File: config.mk
export PLATFORM = sky130hd
export DESIGN_NAME = alu_wb_buffer
export DESIGN_NICKNAME = d
export VERILOG_FILES = /design/src/rtl/alu_wb_buffer.sv
export SDC_FILE = /design/constraint.sdc
export NUM_CORES = 1
export LEC_CHECK = 0
export ABC_CLOCK_PERIOD_IN_PS = 17500
export CAP_MARGIN = 40
export CELL_PAD_IN_SITES_DETAIL_PLACEMENT = 0
export CELL_PAD_IN_SITES_GLOBAL_PLACEMENT = 1
export CORE_ASPECT_RATIO = 1.1
export CORE_MARGIN = 2
export CORE_UTILIZATION = 45
export CTS_CLUSTER_DIAMETER = 120
export DETAILED_ROUTE_END_ITERATION = 8
export PLACE_DENSITY_LB_ADDON = 0.1
export SLEW_MARGIN = 20
export SYNTH_ARGS = -nofsm -noshare
export SYNTH_HDL_FRONTEND = slang
export SYNTH_SLANG_ARGS = --single-unit
File: constraint.sdc
create_clock -name clk -period 17.5 [get_ports clk]
set_clock_uncertainty 0.1 [all_clocks]
set_input_delay 3.5 -clock clk [delete_from_list [all_inputs] [get_ports clk]]
set_output_delay 3.5 -clock clk [all_outputs]
set_load 0.01 [all_outputs]
File: src/rtl/alu_wb_buffer.sv
// In-order completion buffer between the integer ALU and the shared writeback port.
// Holds completed ops until writeback accepts them and back-pressures the ALU when full.
module alu_wb_buffer #(
  parameter int XLEN                 = 64,
  parameter int PHY_REG_ADDR_WIDTH   = 6,
  parameter int ROB_INDEX_WIDTH      = 4,
  parameter int EXCEPTION_CODE_WIDTH = 4,
  parameter int DEPTH                = 4
) (
  input  logic                            clk,
  input  logic                            rstn,
  input  logic                            flush,
  input  logic                            alu_done_i,
  input  logic [XLEN-1:0]                 alu_result_i,
  input  logic [PHY_REG_ADDR_WIDTH-1:0]   alu_rd_addr_i,
  input  logic [ROB_INDEX_WIDTH-1:0]      alu_rob_index_i,
  input  logic                            alu_exception_valid_i,
  input  logic [EXCEPTION_CODE_WIDTH-1:0] alu_ecause_i,
  output logic                            alu_stall_o,
  output logic                            wb_valid_o,
  input  logic                            wb_ready_i,
  output logic                            wb_prf_we_o,
  output logic [PHY_REG_ADDR_WIDTH-1:0]   wb_rd_addr_o,
  output logic [XLEN-1:0]                 wb_data_o,
  output logic [ROB_INDEX_WIDTH-1:0]      wb_rob_index_o,
  output logic                            wb_exception_valid_o,
  output logic [EXCEPTION_CODE_WIDTH-1:0] wb_ecause_o,
  output logic [$clog2(DEPTH):0]          occupancy_o
);

  localparam int PTR_W = $clog2(DEPTH);
  localparam int CNT_W = PTR_W + 1;

  typedef struct packed {
    logic [XLEN-1:0]                 result;
    logic [PHY_REG_ADDR_WIDTH-1:0]   rd_addr;
    logic [ROB_INDEX_WIDTH-1:0]      rob_index;
    logic                            exc_valid;
    logic [EXCEPTION_CODE_WIDTH-1:0] ecause;
  } entry_t;

  entry_t             mem [DEPTH];
  logic [PTR_W-1:0]   head;
  logic [PTR_W-1:0]   tail;
  logic [CNT_W-1:0]   count;
  logic               full;
  logic               empty;
  logic               push;
  logic               pop;
  entry_t             new_entry;
  entry_t             head_entry;

  // Stall comes only from the registered count, so the ALU never sees a
  // combinational path from the writeback ready.
  assign full        = (count == CNT_W'(DEPTH));
  assign empty       = (count == '0);
  assign alu_stall_o = full;
  assign occupancy_o = count;

  assign push = alu_done_i & ~full & ~flush;
  assign pop  = ~empty & wb_ready_i & ~flush;

  always_comb begin
    new_entry           = '0;
    new_entry.result    = alu_result_i;
    new_entry.rd_addr   = alu_rd_addr_i;
    new_entry.rob_index = alu_rob_index_i;
    new_entry.exc_valid = alu_exception_valid_i;
    new_entry.ecause    = alu_exception_valid_i ? alu_ecause_i : '0;
  end

  // Capture stage: entry written at tail on push
  always_ff @(posedge clk) begin
    if (!rstn) begin
      for (int i = 0; i < DEPTH; i++) begin
        mem[i] <= '0;
      end
    end else if (push) begin
      mem[tail] <= new_entry;
    end
  end

  always_ff @(posedge clk) begin
    if (!rstn) begin
      head  <= '0;
      tail  <= '0;
      count <= '0;
    end else if (flush) begin
      head  <= '0;
      tail  <= '0;
      count <= '0;
    end else begin
      if (push) tail <= tail + 1'b1;
      if (pop)  head <= head + 1'b1;
      case ({push, pop})
        2'b10:   count <= count + 1'b1;
        2'b01:   count <= count - 1'b1;
        default: count <= count;
      endcase
    end
  end

  // Drain stage: head entry presented combinationally, zeroed when empty
  always_comb begin
    head_entry = '0;
    if (!empty) head_entry = mem[head];
  end

  assign wb_valid_o           = ~empty;
  assign wb_prf_we_o          = ~empty & ~head_entry.exc_valid;
  assign wb_rd_addr_o         = head_entry.rd_addr;
  assign wb_data_o            = head_entry.result;
  assign wb_rob_index_o       = head_entry.rob_index;
  assign wb_exception_valid_o = head_entry.exc_valid;
  assign wb_ecause_o          = head_entry.ecause;

endmodule

==> results of run 1 <==
## through the flow
step	std cells	total power, W
6_report	1536	0.00168
5_1_grt	1534	0.00175
4_1_cts	1530	0.00170
3_5_place_dp	1469	0.00103
3_3_place_gp	1463	0.00103
2_1_floorplan	940	0.000979
## power breakdown
| group | leakage [nW] | internal [W] | switching, W |
|---|---|---|---|
| Combinational | 3.16 | 0.0000543 | 0.0000597 |
| Clock | 0.504 | 0.000385 | 0.000286 |
| Sequential | 3.36 | 0.000890 | 0.00000851 |
## kinds of logic after synthesis
group,after synthesis
AO/OA/AOI/OAI,11
buffers and inverters,94
AND/OR/NAND/NOR,425
adder cells (fa/ha/maj),2
XOR/XNOR,3
multiplexers,80
flip-flops,325
## final cells by class
cell class,count,area share
inverter,7,0.00147
clock buffer,47,0.0539
tap,426,0.0298
multi-input combinational,521,0.256
antenna,3,0.000420
sequential,325,0.541
timing repair buffer,193,0.114
clock inverter,14,0.00336
## sequential cells by signal (all words and copies together) (netlist names), named ones only
register     flops
head             2
tail             2
occupancy_o      3
mem            316
## layout by cell type (no fill, tap or decap), types with 3 or more instances in the layout
cell             instances
a21oi_1                  3
and2_1                 154
and3_1                 225
buf_16                   8
buf_4                   16
clkbuf_1                10
clkbuf_16               37
clkdlybuf4s50_1        168
clkinv_1                 8
clkinv_2                 6
dfxtp_1                  7
diode_2                  3
edfxtp_1               316
inv_1                    6
mux4_2                  79
nand2_1                  7
nand4_1                  3
nor2_1                  25
o31ai_4                  4
xor2_1                   3
## layer usage
layer | part of all wire | wire [um] | global-route usage
met1 | 0.42 | 13700 | 0.256
met3 | 0.053 | 1720 | 0.0361
met2 | 0.51 | 16800 | 0.336
met5 | 0 | 0 | 0
met4 | 0.017 | 543 | 0.0487
## worst min-delay path, stage by stage, from the launching register on
cell and delay, ps:
dfxtp_1 300, o21ai_0 60, a21oi_1 70
## worst min-delay path by stage
stage / from / to / slack, ps / cells past startpoint
after floorplan: head[1]$_SDFFE_PP0P_ / flip-flop / 360 / 2
after global placement: head[1]$_SDFFE_PP0P_ / flip-flop / 360 / 2
after detailed placement: head[1]$_SDFFE_PP0P_ / flip-flop / 380 / 2
after CTS: head[1]$_SDFFE_PP0P_ / flip-flop / 390 / 2
after global routing: head[1]$_SDFFE_PP0P_ / flip-flop / 420 / 2
final: head[1]$_SDFFE_PP0P_ / flip-flop / 380 / 2
==> summary.md, run 1 <==
| Metric | Value |
|---|---|
| Slowest cell delay on critical path | 540 ps |
| Yosys warnings | 0 |
| FF-to-FF path depth | 7 |
| Antenna-violating nets left | 0 |
| GP Congestion | 0.707 |
| Initial antenna violation count | 3 |
| Most frequent CP cell | buf_16 |
| Fin. Hold Viols | 0 |
| Worst hold margin | 381 ps |
| Post-synthesis compound-gate area fraction | 0.00491 |
| Synth Area in XOR/XNOR | 0.00178 |
| List of most frequent post-synthesis cells | 316 x edfxtp_1, 225 x and3_1, 154 x and2_1 |
| CTS H-tree lvls | 2 |
| Post-synth ARST share | 0 |
| Register Area | 9680 um^2 |
| R2r startpoint | occupancy_o[0]$_SDFFE_PP0P_ |
| Startpoint types | flip-flop |
| Kind of critical path | flip-flop to output port |
| DP HPWL | about 18 mm |
| CP delay by family, top | buffers and inverters |
| Worst reg2reg setup slack | 14440 ps |
| Final setup fails | 0 |
| Setup Buffers After CTS | 0 |
| Min cycle time layout | 6800 ps |
| Final cycle utilization of the critical path | 0.389 |
| Place WS | 10530 ps |
| Area occupied by multi-input gates | between 4000 and 5000 um^2 |
| CTS resizes | 0 |
| # nets final | 1169 |
| Die width | about 180 um |
| Crit path depth | 6 |
| Initial Utilization | 0.457 |
| CP cell instances | buf_16, buf_4, buf_16, mux4_2, and2_1, clkdlybuf4s50_1 |
| Worst EP arrival | 3200 ps |
| First-pass GRT wire length | 51.2 mm |
| Commonest register cell after synthesis | edfxtp_1 |
| Core Box Area | around 32000 um^2 |
| Pin count of the biggest net entering global routing | 114 |
| Via density | about 5.5 |
| Seq/Total Area, Yosys | 0.654 |
| WP buf/inv | 4 |
| # rows | 69 |
| HP Class | flip-flop to flip-flop |
| Relative slew slack | 0.521 |
| Final instance area | 17900 um^2 |
| Synth area leaders | edfxtp_1 64%, mux4_2 12%, and3_1 9.5% |
| RSZ-0062 raised after global routing | false |
| Net Count, Synth | 1026 |
| WL/cell | 21.3 um |
| Worst slew pin tran | approximately 700 ps |
| Fill count | between 2000 and 3000 |
| Clock Pin Slew Worst Setup and Hold Paths | 60 ps |
| Worst r2r dst | mem[2][31]$_SDFFCE_PN0P_ |
| End-of-flow core utilization | 0.553 |
| Port-buffer cells | 168 |
| Die Y | just under 200 um |
| CP max FO | 32 |
| Dominant cell type by area after synthesis | edfxtp_1 |
| Post-Syn Area per Cell | ~16 um^2 |
| CP Capture Point | wb_rd_addr_o[3] |
| Leak pwr | approximately 7 nW |
| Final Slew Violations | 0 |
| Boundary pin count | about 170 |
| Residual DRC count | 0 |
| Post-Synth Simple-Gate Area | 0.174 |
| Initial DRC Count | 652 |
| Crit path required time | around 14000 ps |
| Worst skew pair latency | 500 ps |
| Placed Area | around 17000 um^2 |
| GRT Total Usage | 0.195 |
| Routed WL | 32.8 mm |
| Post-Synthesis Cells | 940 |
| Worst Setup End Kind | output port |
| Total gr overflow | 0 |
| Largest family of logic cells by synthesized area | simple AND/OR/NAND/NOR gates |
| Setup TNS | 0 ps |
| Multiplexer share of the synthesized area | 0.121 |
| Vias in the first global route | between 8000 and 9000 |
| Post-synth EDFFs | 316 |
| Status | complete, no violations |
| Unique masters post-synth | 28 |
| Max cap viols | 0 |
| DIE AREA | 34300 um^2 |
| Slowest stage cell, crit path | mux4_2 |
| Adder-Cell Fraction of Synth Area | 0.00220 |
| Peak VDD IR | approximately 0.000055 V |
| Layout cell share with drive strength beyond 1 | 0.143 |
| Cts hold-fix bufs | 0 |
| Clock root cell | clkbuf_16 |
| Vias | 8390 |
| Mapped Area | 14800 um^2 |
| CTS Sinks | 325 |
| Final worst slack | about 11000 ps |
| Top-area cell type share of the netlist area | 0.641 |
| Seq cells post-synth | 325 |
| Peak Freq | 0.147 GHz |
| CTS buffer count | 35 |
| CTS tree | yes |
| Detailed Routing Iterations Pass 1 | 4 |
| Most frequent cell after synthesis | edfxtp_1 |
| Synth-to-Final Area Change | 20.9% |
| Pwr Density | between 90 and 100 nW/um^2 |
| Clk buf depth | 3 |
(Power assumes the default switching activity.)
==> run 2, diff against run 1 <==
- ABC_CLOCK_PERIOD_IN_PS: 17500 -> 6900
- clock period: 17.5 -> 6.9 ns (I/O delays scaled with it)
==> summary.md, run 2 (synthesis gave the netlist of run 1 again) <==
| Metric | Value |
|---|---|
| Placed Area | 16700 um^2 |
| Clock root cell | clkbuf_16 |
| Relative slew slack | 0.489 |
| Fin. Hold Viols | 0 |
| Cts hold-fix bufs | 0 |
| Sw frac | 0.210 |
| Synth-to-Final Area Change | 20.1% |
| Antenna-violating nets left | 0 |
| Crit path required time | 5420 ps |
| # rows | 69 |
| Final setup fails | 0 |
| CP cell instances | buf_4, mux4_2, and2_1, clkdlybuf4s50_1 |
| Die width | 177 um |
| Via density | 5.43 |
| Peak Freq | 0.212 GHz |
| Boundary pin count | 169 |
| Setup Buffers After CTS | 0 |
| Psw | 0.000896 W |
| Max cap viols | 0 |
| Worst Setup End Kind | output port |
| Most common library cell in the layout ignoring fill and taps | edfxtp_1 |
| End-of-flow core utilization | 0.549 |
| Final instance area | 17800 um^2 |
| Startpoint types | flip-flop |
| CTS tree | yes |
| WL/cell | 21.4 um |
| GRT Total Usage | 0.195 |
| HP Class | flip-flop to flip-flop |
| Initial DRC Count | approximately 570 |
| RSZ-0062 raised after global routing | false |
| Fin cells | 1529 |
| GP Congestion | 0.725 |
| Register name with the most flops | mem |
| Max reg flops | 316 |
| Worst EP arrival | 3250 ps |
| Dpl cells | 1464 |
| First-pass GRT wire length | between 50 and 60 mm |
| Worst slew pin tran | 766 ps |
| Kind of critical path | flip-flop to output port |
| Most frequent cells in the layout | 316 x edfxtp_1, 225 x and3_1, 168 x clkdlybuf4s50_1, 154 x and2_1, 79 x mux4_2 |
| Slowest cell delay on critical path | 830 ps |
| CTS Sinks | between 300 and 400 |
| Fill count | 2657 |
| Worst skew pair latency | 500 ps |
| Setup TNS | 0 ps |
| Core Box Area | 32400 um^2 |
| Routed WL | 32.7 mm |
| Min cycle time layout | 4730 ps |
| Final cycle utilization of the critical path | 0.685 |
| Register share of total power | 0.534 |
| Clk network pwr share | 0.400 |
| Layout cell share with drive strength beyond 1 | 0.137 |
| Clock Pin Slew Worst Setup and Hold Paths | 60 ps |
| Residual DRC count | 0 |
| Detailed Routing Iterations Pass 1 | 4 |
| CTS buffer count | 35 |
| Die Y | 194 um |
| Clk buf depth | 3 |
| CTS H-tree lvls | 2 |
| Final Slew Violations | 0 |
| Combinational power share | 0.066 |
| CTS resizes | 0 |
| # nets final | about 1200 |
| Area occupied by multi-input gates | 4580 um^2 |
| DIE AREA | 34300 um^2 |
| Pin count of the biggest net entering global routing | 189 |
| Slowest stage cell, crit path | dfxtp_4 |
| Total gr overflow | 0 |
| CP max FO | 34 |
| Leak pwr | 6.97 nW |
| Pwr Density | 240 nW/um^2 |
| Vias in the first global route | 8886 |
| DP HPWL | between 15 and 20 mm |
| Internal power | 0.00338 W |
| Register Area | between 9000 and 10000 um^2 |
| Vias | about 8300 |
| Initial Utilization | 0.457 |
| Port-buffer cells | roughly 170 |
| Initial antenna violation count | 3 |
| Status | complete, no violations |
| Worst hold margin | 381 ps |
| Peak VDD IR | between 0.0001 and 0.00015 V |
[run 2: layer usage]
layer,vias to the layer above,GRT usage,part of all wire
met5,-,0,0
met1,4149,0.258,0.41
met4,0,0.0490,0.022
li1,3861,-,-
met3,48,0.0355,0.067
met2,247,0.334,0.51
[run 2: critical path: cells and delay by family (launching register included)]
family                 cells  cell delay [ps]
buffers and inverters      2             1110
DFF                        1              830
muxes                      1              560
and+or+nand+nor            1              210
[run 2: final cells by class]
type / count / area share
flip-flops and latches: 325 / 0.544
well taps: 426 / 0.0300
clock buffers: 49 / 0.0552
multi-input cells: 521 / 0.258
repair buffers: 186 / 0.108
clock inverters: 12 / 0.00289
diodes: 3 / 0.000422
inverters: 7 / 0.00148
[run 2: final timing paths]
| kind | startpoint | endpoint | slack, ps | depth (start not counted) |
|---|---|---|---|---|
| worst max-delay path | flip-flop | wb_rob_index_o[1] | 2170 | 4 |
| worst min-delay path | head[1]$_SDFFE_PP0P_ | flip-flop | 380 | 2 |
| worst max register to register | occupancy_o[2]$_SDFFE_PP0P_ | occupancy_o[2]$_SDFFE_PP0P_ | 4130 | 8 |
| worst min register to register | head[1]$_SDFFE_PP0P_ | flip-flop | 380 | 2 |
[run 2: power groups by stage]
stage          registers (W)  clock network (W)  logic [W]
6_report             0.00228            0.00171   0.000282
5_1_grt              0.00229            0.00183   0.000306
4_1_cts              0.00228            0.00175   0.000288
3_5_place_dp         0.00232                  0   0.000287
3_3_place_gp         0.00232                  0   0.000283
2_1_floorplan        0.00233                  0   0.000152
[run 2: stage by stage]
step,total power (W),setup WS [ps]
floorplan,0.00248,-1570
global placement,0.00260,2430
detailed placement,0.00261,2610
CTS,0.00432,2060
global route,0.00443,1900
finish,0.00427,2170
==> run 3, diff against run 2 <==
- ABC_CLOCK_PERIOD_IN_PS: 6900 -> 4100
- CORE_UTILIZATION: 45 -> 43
- clock period: 6.9 -> 4.1 ns (I/O delays scaled with it)
==> summary.md, run 3 (synthesis gave the netlist of run 1 again) <==
| Metric | Value |
|---|---|
| Placed Area | 16800 um^2 |
| Clk buf depth | 3 |
| Setup Buffers After CTS | 0 |
| Initial antenna violation count | 3 |
| Max reg flops | 316 |
| CTS Sinks | 325 |
| Min cycle time layout | 3670 ps |
| Pin count of the biggest net entering global routing | 153 |
| R2r startpoint | occupancy_o[2]$_SDFFE_PP0P_ |
| Boundary pin count | around 170 |
| Die width | between 150 and 200 um |
| Antenna Diode Count | 0 |
| Final worst slack | 428 ps |
| CTS resizes | 0 |
| DIE AREA | 35900 um^2 |
| CTS H-tree lvls | 2 |
| Fill count | 2842 |
| Internal power | ~0.0058 W |
| Final Slew Violations | 0 |
| DP HPWL | 18.0 mm |
| Start point of the worst min-delay path | head[1]$_SDFFE_PP0P_ |
| Worst skew pair latency | just under 500 ps |
| Antenna-violating nets left | 0 |
| Max cap viols | 0 |
| CP delay by family, top | buffers and inverters |
| # rows | 71 |
| Worst EP arrival | between 2000 and 3000 ps |
| Vias | 8272 |
| Peak VDD IR | around 0.00031 V |
| Peak Freq | 0.272 GHz |
| First-pass GRT wire length | between 50 and 60 mm |
| # nets final | around 1200 |
| Combinational power share | 0.067 |
| Routed WL | 32.7 mm |
| RSZ-0062 raised after global routing | false |
| Clock Pin Slew Worst Setup and Hold Paths | 60 ps |
| Status | complete, no violations |
| Most frequent cells in the layout | 316 x edfxtp_1, 225 x and3_1, 168 x clkdlybuf4s50_1, 154 x and2_1, 79 x mux4_2 |
| GP Congestion | between 0.7 and 0.8 |
| Worst slew pin tran | 629 ps |
| HP Class | flip-flop to flip-flop |
| Via density | 5.36 |
| Die Y | between 150 and 200 um |
| Worst Setup End Kind | output port |
| Synth-to-Final Area Change | 21.2% |
| CTS buffer count | 35 |
| Startpoint types | flip-flop |
| WL/cell | 21.2 um |
| Register name with the most flops | mem |
| Detailed Routing Iterations Pass 1 | 4 |
| Crit path required time | 3180 ps |
| CP cell instances | buf_4, mux4_2, and2_1, clkdlybuf4s50_1 |
| CP max FO | 24 |
| Pwr Density | 406 nW/um^2 |
| WP buf/inv | 2 |
| Port-buffer cells | 168 |
| Core Box Area | between 30000 and 40000 um^2 |
| Relative slew slack | 0.579 |
| Residual DRC count | 0 |
| Initial DRC Count | 550 |
| CTS tree | yes |
| Worst hold margin | 383 ps |
| GRT Total Usage | 0.184 |
| Final cycle utilization of the critical path | 0.896 |
| Vias in the first global route | 8622 |
| Place WS | 666 ps |
| Clk network pwr share | 0.406 |
| Final instance area | 17900 um^2 |
| Leak pwr | 7.04 nW |
| Most common library cell in the layout ignoring fill and taps | edfxtp_1 |
| Register share of total power | 0.528 |
| Slowest cell delay on critical path | 680 ps |
| Cts hold-fix bufs | 0 |
| Psw | 0.00151 W |
| Layout cell share with drive strength beyond 1 | 0.142 |
| Fin. Hold Viols | 0 |
| Initial Utilization | 0.435 |
| Sw frac | 0.207 |
| Slowest stage cell, crit path | dfxtp_4 |
| Clock root cell | clkbuf_16 |
| Kind of critical path | flip-flop to output port |
| Total gr overflow | 0 |
| Final setup fails | 0 |
-- run 3: cell count changes in the layout (fill, tap and decap cells not counted), sizes merged --
cell	before	now
clkbuf	49	51
buf	18	23
diode	3	0
clkinv	12	10
-- run 3: tightest hold or removal path, delay by kind of cell, from the launching register on --
| kind | cells | cell delay, ps |
|---|---|---|
| compound gates | 2 | 130 |
| flops | 1 | 300 |
-- run 3: metrics by stage --
| stage | power, W | std cells | TNS [ps] | utilization |
|---|---|---|---|---|
| 2_1_floorplan | 0.00416 | 940 | -434000 | - |
| 3_3_place_gp | 0.00439 | 1480 | 0 | 0.494 |
| 3_5_place_dp | 0.00440 | 1481 | 0 | 0.495 |
| 4_1_cts | 0.00734 | 1542 | 0 | 0.526 |
| 5_1_grt | 0.00751 | 1543 | 0 | 0.527 |
| 6_report | 0.00727 | 1543 | 0 | 0.527 |
-- run 3: per-layer routing --
layer,part of all wire,GRT usage
met5,0.00092,0
met1,0.41,0.227
met4,0.015,0.0430
met3,0.050,0.0361
met2,0.52,0.332
-- run 3: area by class of cell --
cell class	count	area (um^2)	area share
Inverter	7	26.3	0.00147
Multi-Input combinational cell	521	4590	0.256
Clock buffer	51	1030	0.0575
Sequential cell	325	9680	0.540
Tap cell	438	548	0.0306
Timing Repair Buffer	191	2020	0.113
Clock inverter	10	41.3	0.00230
-- run 3: worst paths after layout --
path / endpoint / slack (ps) / cells past startpoint
worst max-delay path: wb_data_o[63] / 430 / 4
worst min-delay path: flip-flop / 380 / 2
worst max register to register: occupancy_o[2]$_SDFFE_PP0P_ / 1300 / 8
worst min register to register: flip-flop / 380 / 2
-- run 3: power groups by stage --
stage	clock network, W	logic, W	registers [W]
after detailed placement	0	0.000494	0.00391
final	0.00295	0.000485	0.00384
after floorplan	0	0.000258	0.00391
after CTS	0.00300	0.000495	0.00384
after global placement	0	0.000491	0.00390
after global routing	0.00314	0.000528	0.00385
